`config.mk`:
```
export PLATFORM = sky130hd
export DESIGN_NAME = fp_issue_queue
export DESIGN_NICKNAME = d
export VERILOG_FILES = /design/src/rtl/fp_issue_queue.sv
export SDC_FILE = /design/constraint.sdc
export NUM_CORES = 1
export LEC_CHECK = 0
export ABC_AREA = 1
export CAP_MARGIN = 20
export CORE_MARGIN = 1.5
export CORE_UTILIZATION = 54
export DETAILED_ROUTE_END_ITERATION = 7
export PLACE_DENSITY_LB_ADDON = 0.3
export SYNTH_ARGS = -nofsm -noshare
export SYNTH_HDL_FRONTEND = slang
export SYNTH_SLANG_ARGS = --single-unit
```
`constraint.sdc`:
```
create_clock -name clk -period 5.7 [get_ports clk]
set_input_delay 0.57 -clock clk [delete_from_list [all_inputs] [get_ports clk]]
set_output_delay 0.57 -clock clk [all_outputs]
set_load 0.02 [all_outputs]
```
`src/rtl/fp_issue_queue.sv`:
```
// In-order issue buffer between FP operand preprocessing and the FP execution units.
// The head entry issues to its one-hot target unit once that unit is ready.
module fp_issue_queue #(
  parameter int NUM_UNITS = 5,
  parameter int DEPTH     = 4,
  parameter int ID_W      = 3,
  parameter int PAYLOAD_W = 64,
  localparam int CNT_W    = $clog2(DEPTH + 1)
) (
  input  logic                 clk,
  input  logic                 rst,
  input  logic                 flush,
  input  logic                 in_valid,
  output logic                 in_ready,
  input  logic [NUM_UNITS-1:0] in_unit,
  input  logic [ID_W-1:0]      in_id,
  input  logic [PAYLOAD_W-1:0] in_payload,
  input  logic [NUM_UNITS-1:0] unit_ready,
  output logic [NUM_UNITS-1:0] issue_new_request,
  output logic [ID_W-1:0]      issue_id,
  output logic [PAYLOAD_W-1:0] issue_payload,
  output logic [CNT_W-1:0]     count
);

  localparam int PTR_W = (DEPTH > 1) ? $clog2(DEPTH) : 1;

  logic [NUM_UNITS-1:0] unit_mem    [DEPTH];
  logic [ID_W-1:0]      id_mem      [DEPTH];
  logic [PAYLOAD_W-1:0] payload_mem [DEPTH];

  logic [PTR_W-1:0]     head, tail, head_next, tail_next;
  logic [CNT_W-1:0]     count_next;
  logic [NUM_UNITS-1:0] head_unit;
  logic                 advance, push, pop;

  assign head_unit = unit_mem[head];

  // An all-zero target is a dropped entry: it leaves the head without a pulse.
  assign advance = (count != '0) && !flush &&
                   ((head_unit == '0) || ((unit_ready & head_unit) != '0));

  assign issue_new_request = head_unit & {NUM_UNITS{advance}};
  assign issue_id          = id_mem[head];
  assign issue_payload     = payload_mem[head];

  assign in_ready = !flush && ((count < CNT_W'(DEPTH)) || advance);
  assign push     = in_valid && in_ready;
  assign pop      = advance;

  assign head_next = (head == PTR_W'(DEPTH - 1)) ? '0 : head + PTR_W'(1);
  assign tail_next = (tail == PTR_W'(DEPTH - 1)) ? '0 : tail + PTR_W'(1);

  always_comb begin
    count_next = count;
    if (push && !pop)
      count_next = count + CNT_W'(1);
    else if (!push && pop)
      count_next = count - CNT_W'(1);
  end

  always_ff @(posedge clk) begin
    if (rst || flush) begin
      head  <= '0;
      tail  <= '0;
      count <= '0;
    end else begin
      if (push) tail <= tail_next;
      if (pop)  head <= head_next;
      count <= count_next;
    end
  end

  // Entry storage is left unreset; it is only observed while count != 0.
  always_ff @(posedge clk) begin
    if (push) begin
      unit_mem[tail]    <= in_unit;
      id_mem[tail]      <= in_id;
      payload_mem[tail] <= in_payload;
    end
  end

endmodule

```
==> key figures, run 1 <==
Min path
  – Hold Path Class: register to register

Synth
  – Synth Area in Adders: 0.847%
  – Post-synthesis mux area share: 0%
  – Syn avg cell area: 14.1 sq um
  – Synthesized flop and latch total: 297
  – Xor-xnor portion of the synthesized cell area: 0.0781%
  – Largest area contributor in the netlist: edfxtp_1
  – Post-Synthesis Cells: 794
  – Yosys top cell area share: 77.1%
  – Largest family of logic cells by synthesized area: compound AO/OA/AOI/OAI gates
  – Largest cells by area after synthesis: edfxtp_1 (77%), o21ai_0 (6.1%), nor2_1 (5.2%)
  – Yosys warns: 0
  – Post-synthesis simple-gate area fraction: 7.92%
  – Post-synthesis cell type count: 26
  – Sequential fraction of the synthesis area: 78.7%
  – Syn nets: 882
  – Cell area after synthesis: 11,200 sq um
  – Post-synthesis compound-gate area fraction: 10.0%

Pwr
  – Leakage power: 0.00475 uW
  – Worst VDD drop: 0.239 mV
  – Overall Power: 4830 uW
  – Cell Pwr Density: 344 nW/um^2

Setup path
  – Max Fanout on Critical Path: 96
  – Crit Path Category: register to primary output
  – WP data arrival: 3.46 ns
  – CP startpoint kind: register
  – Crit path capture type: primary output
  – CP Data Required Time: 5.13 ns

Floorplanning
  – # IOs: 157
  – Die area: 21,700 sq um
  – Die Width: 147 microns
  – Rows: 52
  – Die Y: 147 microns
  – Starting density of the core: 55.3%
  – Core area: 20,300 sq um

Timing
  – Slew headroom: 28.5%
  – Tcrit/Tclk final: 70.7%
  – RSZ-0062 raised after global routing: false
  – Least-Margin Pin Slew: 1.07 ns
  – Slew Viols, Final: 0
  – Final setup fails: 0
  – Max Freq: 248 MHz
  – Worst setup margin: 1.67 ns
  – Final Critical Period: 4.03 ns
  – Skew final: 0.0117 ns
  – Final Hold Violating Endpoints: 0
  – Final setup TNS: 0 ns

Detailed routing
  – Routed len/inst: 19.6 microns
  – Iter 0 DRT Violations: 518
  – Final ANT Viol Nets: 0
  – First-pass iteration count of the detailed router: 5
  – Routed Wire Length: 24,300 microns
  – DRC: 0
  – Vias/cell: 5.64
  – Via count: 6,982

Clocking
  – CTS tree: done
  – CTS resizes: 0
  – CTS H-Tree Depth: 1
  – Clock Latency Late Sink: 0.54 ns
  – Postcts setup bufs: 0
  – Clock-pin slew on the worst setup and hold paths: 0.06 ns
  – Clk buf depth: 3
  – Clock Sinks: 297
  – Clk root buf: clkbuf_16
  – Hold-fix buffers, CTS: 0
  – Num CTS Buffers: 29

GRT
  – Vias in the first global route: 7,147
  – GR Overflow Total: 0
  – Initial antenna violation count: 0
  – Largest net degree at the start of global routing: 114
  – First-pass GRT wire length: 38,000 microns
  – Total GRT Usage: 22.6%

Layout
  – Commonest non-fill, non-tap cell in the layout: edfxtp_1
  – Final core utilization: 69.3%
  – Layout cell share with drive strength beyond 1: 7.54%
  – Most frequent cells in the layout: edfxtp_1 (288), clkdlybuf4s50_1 (156), nor2_1 (152)
  – Net count reported at finish: 1,033
  – Synth-to-Final Area Change: 25.4%
  – Ant diodes: 0
  – Final Non-Filler Cells: 1,238
  – Filler Cell Count: 1,341

Placement
  – Place WS: 1.91 ns
  – Dpl cells: 1,183
  – Global placement routability congestion: 0.755
  – HPWL Detailed: 13,600 microns
  – Port Buffers: 156

Status
  – Status: complete, no violations

Flow run
  – Max Cap Viol: 0
==> logic make-up after synthesis <==
logic type,count (synthesis)
AND/OR/NAND/NOR,216
flip-flops,297
XOR/XNOR,1
adder cells (fa/ha/maj),7
AO/OA/AOI/OAI,208
buffers and inverters,65
==> sequential cells by signal, summed over array words and instances (netlist names), named ones only <==
signal       flops
tail             2
payload_mem    256
id_mem          12
count            3
head             2
unit_mem        20
==> layer usage <==
layer  vias up  global-route usage [%]  share of wire [%]
met5         -                       0                  0
met4         0                    8.45                2.5
met3        43                    3.91                5.8
met2       261                    38.5                 51
met1      3431                    29.4                 41
li1       3247                       -                  -
==> synth_stat cells <==
cell type and number:
edfxtp_1 288, nor2_1 156, o21ai_0 136, o22ai_1 67, clkbuf_1 38, nand2_1 37, inv_1 16, nand3_1 12
dfxtp_1 9, ha_1 6, nand3_2 5, buf_2 4, a21oi_1 3, buf_4 2, buf_6 2, nand4_1 2
o21ai_1 2, clkinv_2 1, fa_1 1, inv_2 1, inv_4 1, nand2_2 1, nand2_4 1, nand3_4 1
nor2_2 1, xor2_1 1
==> worst paths after layout <==
path / slack (ns) / end / startpoint / cells past startpoint
max: 1.67 / issue_payload[35] / register / 5
min reg2reg: 0.51 / count[1]$_SDFFE_PP0P_ / count[1]$_SDFFE_PP0P_ / 2
max reg2reg: 2.30 / payload_mem[3][63]$_DFFE_PP_ / register / 10
min: 0.51 / count[1]$_SDFFE_PP0P_ / count[1]$_SDFFE_PP0P_ / 2
==> critical path, cell delays in order (launching register included) <==
cell and delay, ns:
dfxtp_4 0.45, inv_4 0.40, buf_4 0.82, o21ai_0 0.22, o22ai_1 0.30, clkdlybuf4s50_1 0.69
==> power by group <==
| group | internal (uW) | switching, uW |
|---|---|---|
| registers | 2440 | 13.1 |
| logic | 172 | 230 |
| clock network | 1200 | 779 |
| total | 3810 | 1020 |
==> through the flow <==
| stage | hold slack (ns) | instance area [sq um] |
|---|---|---|
| after floorplan | 0.482 | 11200 |
| after detailed placement | 0.501 | 13000 |
| after global placement | 0.488 | 13000 |
| after global routing | 0.545 | 14100 |
| final | 0.507 | 14100 |
| after CTS | 0.510 | 14000 |
==> area by class of cell <==
type / instances / area [sq um] / share of cell area [%]
multi-input combinational: 432 / 2150 / 15.3
timing repair buffer: 166 / 1670 / 11.9
tap: 270 / 338 / 2.40
clock inverter: 24 / 279 / 1.98
inverter: 19 / 75.1 / 0.534
clock buffer: 30 / 729 / 5.18
sequential: 297 / 8830 / 62.8
(Power assumes the default switching activity.)
==> inputs of run 2 (changes only) <==
==> constraint.sdc (replaced) <==
create_clock -name clk -period 4.2 [get_ports clk]
set_input_delay 0.42 -clock clk [delete_from_list [all_inputs] [get_ports clk]]
set_output_delay 0.42 -clock clk [all_outputs]
set_load 0.02 [all_outputs]
==> run 2 against run 1 <==
- via count fell by 2.3%
- clock power rose by 38%
- register-to-register slack got worse by 1.1 ns
- global-route usage fell by 1.2 points
- core utilization rose by 0.23 points
- combinational power up 34%
- cell count increased by 0.57%
- critical path depth is 5 higher
- power is 36% higher
==> key figures, run 2 (synthesized netlist as in run 1, its figures left out) <==
Setup path
  – CP cell instances: buf_4 -> nand2_1 -> nand3_1 -> nand3_1 -> nand3_2 -> nor2_2 -> nand2_1 -> nand2_4 -> nor2_1 -> clkdlybuf4s50_1
  – CP Data Required Time: 3.78 ns
  – Max Fanout on Critical Path: 88
  – Crit Path Category: register to primary output
  – CP startpoint kind: register
  – Delay-heaviest family, CP: buffers and inverters
  – Crit path to: issue_new_request[2]
  – Critical path depth in cells: 10
  – Critical Path Max Stage Delay: 0.65 ns
  – Crit path capture type: primary output
  – Slowest stage cell, crit path: buf_4
  – WP data arrival: 3.01 ns
  – FF-to-FF setup slack: 1.21 ns
  – Worst-case reg-to-reg path depth: 15
  – CP bufs+invs: 2
  – Crit Reg-Reg Endpoint: count[1]$_SDFFE_PP0P_

Timing
  – Final Hold Violating Endpoints: 0
  – Slew Viols, Final: 0
  – Worst setup margin: 0.765 ns
  – Skew final: 0.0245 ns
  – Final setup fails: 0
  – Final Critical Period: 3.43 ns
  – RSZ-0062 raised after global routing: false
  – Max Freq: 291 MHz
  – Slew headroom: 41.8%
  – Least-Margin Pin Slew: 0.873 ns
  – Tcrit/Tclk final: 81.8%

GRT
  – Total GRT Usage: 21.5%
  – Largest net degree at the start of global routing: 89
  – Initial antenna violation count: 0
  – GR Overflow Total: 0
  – First-pass GRT wire length: 35,900 microns
  – Vias in the first global route: 6,731

Detailed routing
  – Vias/cell: 5.48
  – First-pass iteration count of the detailed router: 4
  – DRC: 0
  – Routed len/inst: 18.8 microns
  – Final ANT Viol Nets: 0
  – Iter 0 DRT Violations: 435
  – Via count: 6,824
  – Routed Wire Length: 23,400 microns

Layout
  – Top reg by flops: payload_mem
  – Commonest non-fill, non-tap cell in the layout: edfxtp_1
  – Synth-to-Final Area Change: 25.8%
  – Ant diodes: 0
  – Net count reported at finish: 1,039
  – Final core utilization: 69.5%
  – Most frequent cells in the layout: edfxtp_1 (288), clkdlybuf4s50_1 (156), nor2_1 (152)
  – Layout cell share with drive strength beyond 1: 7.79%
  – Top flop regs: payload_mem (256), unit_mem (20), id_mem (12)
  – Max reg flops: 256

Placement
  – Port Buffers: 156
  – Place WS: 1.20 ns
  – Global placement routability congestion: 0.795
  – HPWL Detailed: 13,000 microns

Pwr
  – Leakage power: 0.00478 uW
  – Worst VDD drop: 0.413 mV
  – Cell Pwr Density: 467 nW/um^2

Clocking
  – CTS H-Tree Depth: 1
  – Postcts setup bufs: 0
  – Clk buf depth: 3
  – Hold-fix buffers, CTS: 0
  – CTS tree: done
  – CTS resizes: 0
  – Clock-pin slew on the worst setup and hold paths: 0.07 ns
  – Num CTS Buffers: 30
  – Clock Latency Late Sink: 0.55 ns
  – Clock Sinks: 297
  – Clk root buf: clkbuf_16

Floorplanning
  – Starting density of the core: 55.3%
  – Rows: 52
  – Die Width: 147 microns
  – Die Y: 147 microns
  – # IOs: 157
  – Core area: 20,300 sq um
  – Die area: 21,700 sq um

Min path
  – Min-Delay Path Depth: 1
  – Hold Path Class: input port to register

Flow run
  – Max Cap Viol: 0

Status
  – Status: complete, no violations
## run 2: layout make-up
class,count,area [sq um]
clock buffer,33,783
sequential,297,8830
clock inverter,23,254
multi-input combinational,432,2150
tap,270,338
fill,1386,6180
inverter,19,75.1
timing repair buffer,171,1690
## run 2: layer usage
layer  routed length, microns  up-vias  track usage (%)
met3                     1400       47             4.01
met2                    11400      210             34.9
met1                     9990     3308             29.8
li1                         -     3259                -
met4                      627        0             6.55
met5                        0        -                0
## run 2: power breakdown
group          internal [uW]  switching (uW)
Clock                   1700            1030
Sequential              3310            14.5
Combinational            235             302
Total                   5240            1350
## run 2: worst min-delay path by stage
stage,startpoint,end,slack (ns)
finish,in_payload[23],payload_mem[0][23]$_DFFE_PP_,0.51
global route,in_payload[7],payload_mem[1][7]$_DFFE_PP_,0.50
CTS,in_payload[7],payload_mem[1][7]$_DFFE_PP_,0.49
detailed placement,count[1]$_SDFFE_PP0P_,count[1]$_SDFFE_PP0P_,0.51
global placement,count[1]$_SDFFE_PP0P_,count[1]$_SDFFE_PP0P_,0.49
floorplan,head[1]$_SDFFE_PP0N_,register,0.48
## run 2: worst register-to-register path, cell delays in order (launching register included)
cell     delay (ns)
dfxtp_4        0.36
buf_4          0.65
nand2_1        0.18
nand3_1        0.15
nand2_1        0.09
nand2_1        0.07
nor2_1         0.04
nand2_1        0.08
nand3_2        0.13
nand3_4        0.17
inv_1          0.06
ha_1           0.19
inv_1          0.10
fa_1           0.41
o21ai_0        0.15
a21oi_1        0.05
## run 2: metrics by stage
step	area [sq um]	hold slack [ns]	total power [uW]	std cells	TNS (ns)
detailed placement	13100	0.505	3920	1189	0
finish	14100	0.510	6590	1245	0
floorplan	11200	0.482	3630	794	-128.61
CTS	14100	0.488	6630	1245	0
global route	14100	0.495	6790	1245	0
global placement	13100	0.493	3910	1189	0
==> inputs of run 3 (changes only) <==
--- a/config.mk
+++ b/config.mk
@@ -8,7 +8,7 @@
 export ABC_AREA = 1
 export CAP_MARGIN = 20
 export CORE_MARGIN = 1.5
-export CORE_UTILIZATION = 54
+export CORE_UTILIZATION = 49
 export DETAILED_ROUTE_END_ITERATION = 7
 export PLACE_DENSITY_LB_ADDON = 0.3
 export SYNTH_ARGS = -nofsm -noshare
==> constraint.sdc (replaced) <==
create_clock -name clk -period 3 [get_ports clk]
set_input_delay 0.3 -clock clk [delete_from_list [all_inputs] [get_ports clk]]
set_output_delay 0.3 -clock clk [all_outputs]
set_load 0.02 [all_outputs]
==> run 3 against run 2 <==
- power rose by 35%
- largest power group unchanged
- highest routed layer unchanged
- clock skew fell by 0.013 ns
- design area grew 0.70%
- global-route usage down 0.88 points
==> key figures, run 3 (synthesized netlist as in run 1, its figures left out) <==
Setup path
  – WP data arrival: 2.57 ns
  – Crit Path Category: register to primary output
  – Crit Reg-Reg Endpoint: count[2]$_SDFFE_PP0P_
  – CP startpoint kind: register
  – CP Data Required Time: 2.70 ns
  – Worst-case reg-to-reg path depth: 18
  – FF-to-FF setup slack: 0.47 ns
  – Crit path capture type: primary output
  – Max Fanout on Critical Path: 62

Placement
  – Place WS: 0.382 ns
  – Global placement routability congestion: 0.787
  – HPWL Detailed: 13,200 microns
  – Dpl cells: 1,203
  – Port Buffers: 156
  – Placed cell area: 13,200 sq um

GRT
  – Largest net degree at the start of global routing: 66
  – Initial antenna violation count: 0
  – First-pass GRT wire length: 37,700 microns
  – GR Overflow Total: 0
  – Total GRT Usage: 20.6%
  – Vias in the first global route: 6,970

Clocking
  – CTS tree: done
  – Num CTS Buffers: 29
  – CTS H-Tree Depth: 1
  – Clock Latency Late Sink: 0.53 ns
  – Clk root buf: clkbuf_16
  – Clock Sinks: 297
  – Clk buf depth: 3
  – Clock-pin slew on the worst setup and hold paths: 0.06 ns

Layout
  – Top reg by flops: payload_mem
  – Net count reported at finish: 1,042
  – Final Non-Filler Cells: 1,262
  – Cell area after layout: 14,200 sq um
  – Commonest non-fill, non-tap cell in the layout: edfxtp_1
  – Synth-to-Final Area Change: 26.7%
  – Ant diodes: 0
  – Filler Cell Count: 1,681
  – Layout cell share with drive strength beyond 1: 8.60%
  – Top flop regs: payload_mem (256), unit_mem (20), id_mem (12)
  – Max reg flops: 256
  – Most frequent cells in the layout: edfxtp_1 (288), nor2_1 (152), clkdlybuf4s50_1 (151)

Min path
  – Hold path start: in_payload[20]
  – Hold Path Class: input port to register
  – Hold path endpoint: payload_mem[1][20]$_DFFE_PP_
  – Min-Delay Path Depth: 1

Timing
  – Final Hold Violating Endpoints: 0
  – Max Freq: 348 MHz
  – Worst hold slack: 0.396 ns
  – Final Critical Period: 2.87 ns
  – Slew Viols, Final: 0
  – RSZ-0062 raised after global routing: false
  – Skew final: 0.0116 ns
  – Final setup fails: 0
  – Least-Margin Pin Slew: 0.463 ns
  – Slew headroom: 69.0%
  – Tcrit/Tclk final: 95.8%
  – Worst setup margin: 0.126 ns

Detailed routing
  – Vias/cell: 5.56
  – First-pass iteration count of the detailed router: 5
  – Iter 0 DRT Violations: 552
  – Routed Wire Length: 24,300 microns
  – Final ANT Viol Nets: 0
  – Via count: 7,016
  – Routed len/inst: 19.2 microns
  – DRC: 0

Floorplanning
  – Starting density of the core: 49.7%
  – Die area: 23,800 sq um
  – Die Width: 154 microns
  – Core area: 22,600 sq um
  – Rows: 55
  – Die Y: 154 microns
  – # IOs: 157

Pwr
  – Internal power: 6950 uW
  – Leakage power: 0.00490 uW
  – NetSw: 1930 uW
  – Sw Ratio: 21.8%
  – Comb power frac: 8.7%
  – Cell Pwr Density: 625 nW/um^2
  – Worst VDD drop: 0.369 mV
  – Power share of the clock group: 39.0%
  – Flop pwr share: 52.3%

Flow run
  – Max Cap Viol: 0

Status
  – Status: complete, no violations
[run 3: changes by cell type in the layout (fill, tap and decap cells not counted), sizes merged]
cell / delta
clkdlybuf4s50: -5
dlymetal6s2s: +5
bufinv: -4
clkinv: -4
inv: +4
buf: +2
bufbuf: +2
clkbuf: +1
clkinvlp: +1
[run 3: area by class of cell]
type	instances	area (sq um)	share of cell area, %
clock inverters	20	169	1.19
repair buffers	175	1880	13.2
flip-flops and latches	297	8830	62.1
well taps	285	357	2.51
inverters	19	78.8	0.554
clock buffers	34	754	5.31
multi-input cells	432	2150	15.1
[run 3: through the flow]
stage,total power [uW],setup TNS (ns),util (%)
3_5_place_dp,5500,0,58.3
3_3_place_gp,5490,0,58.3
4_1_cts,8960,-0.00610,62.8
2_1_floorplan,5080,-129.92,-
6_report,8890,0,63.0
5_1_grt,9160,0,63.0
[run 3: routing by layer]
metal  up-vias  global-route usage [%]  part of all wire, %
met2       235                    34.1                   48
met3        38                    3.67                  6.4
met4         0                    5.36                  2.0
met5         -                       0                    0
li1       3270                       -                    -
met1      3473                    28.5                   43
[run 3: worst max-delay path by stage]
stage | from | end | cells after the start
final | register | issue_payload[30] | 5
after CTS | register | issue_new_request[2] | 9
after floorplan | register | id_mem[0][0]$_DFFE_PP_ | 10
after detailed placement | register | count[2]$_SDFFE_PP0P_ | 18
after global routing | register | issue_payload[59] | 4
after global placement | register | count[2]$_SDFFE_PP0P_ | 18
[run 3: worst max-delay path, stage by stage, from the launching register on]
cell	delay, ns
dfxtp_4	0.40
buf_4	0.18
buf_16	0.26
o21ai_0	0.20
o22ai_1	0.30
clkdlybuf4s50_1	0.67
[run 3: repair_timing]
item | CTS | global route
cloned | 2 | 0
buffers inserted | 1 | 2
setup endpoints to repair | 6 | 8
gates resized for setup | 3 | 8
hold buffers | 0 | 0
[run 3: power groups by stage]
stage | Combinational (uW) | Sequential [uW] | Clock [uW]
final | 777 | 4650 | 3460
after global routing | 837 | 4650 | 3670
after CTS | 782 | 4650 | 3530
after detailed placement | 760 | 4740 | 0
after global placement | 752 | 4740 | 0
after floorplan | 343 | 4740 | 0
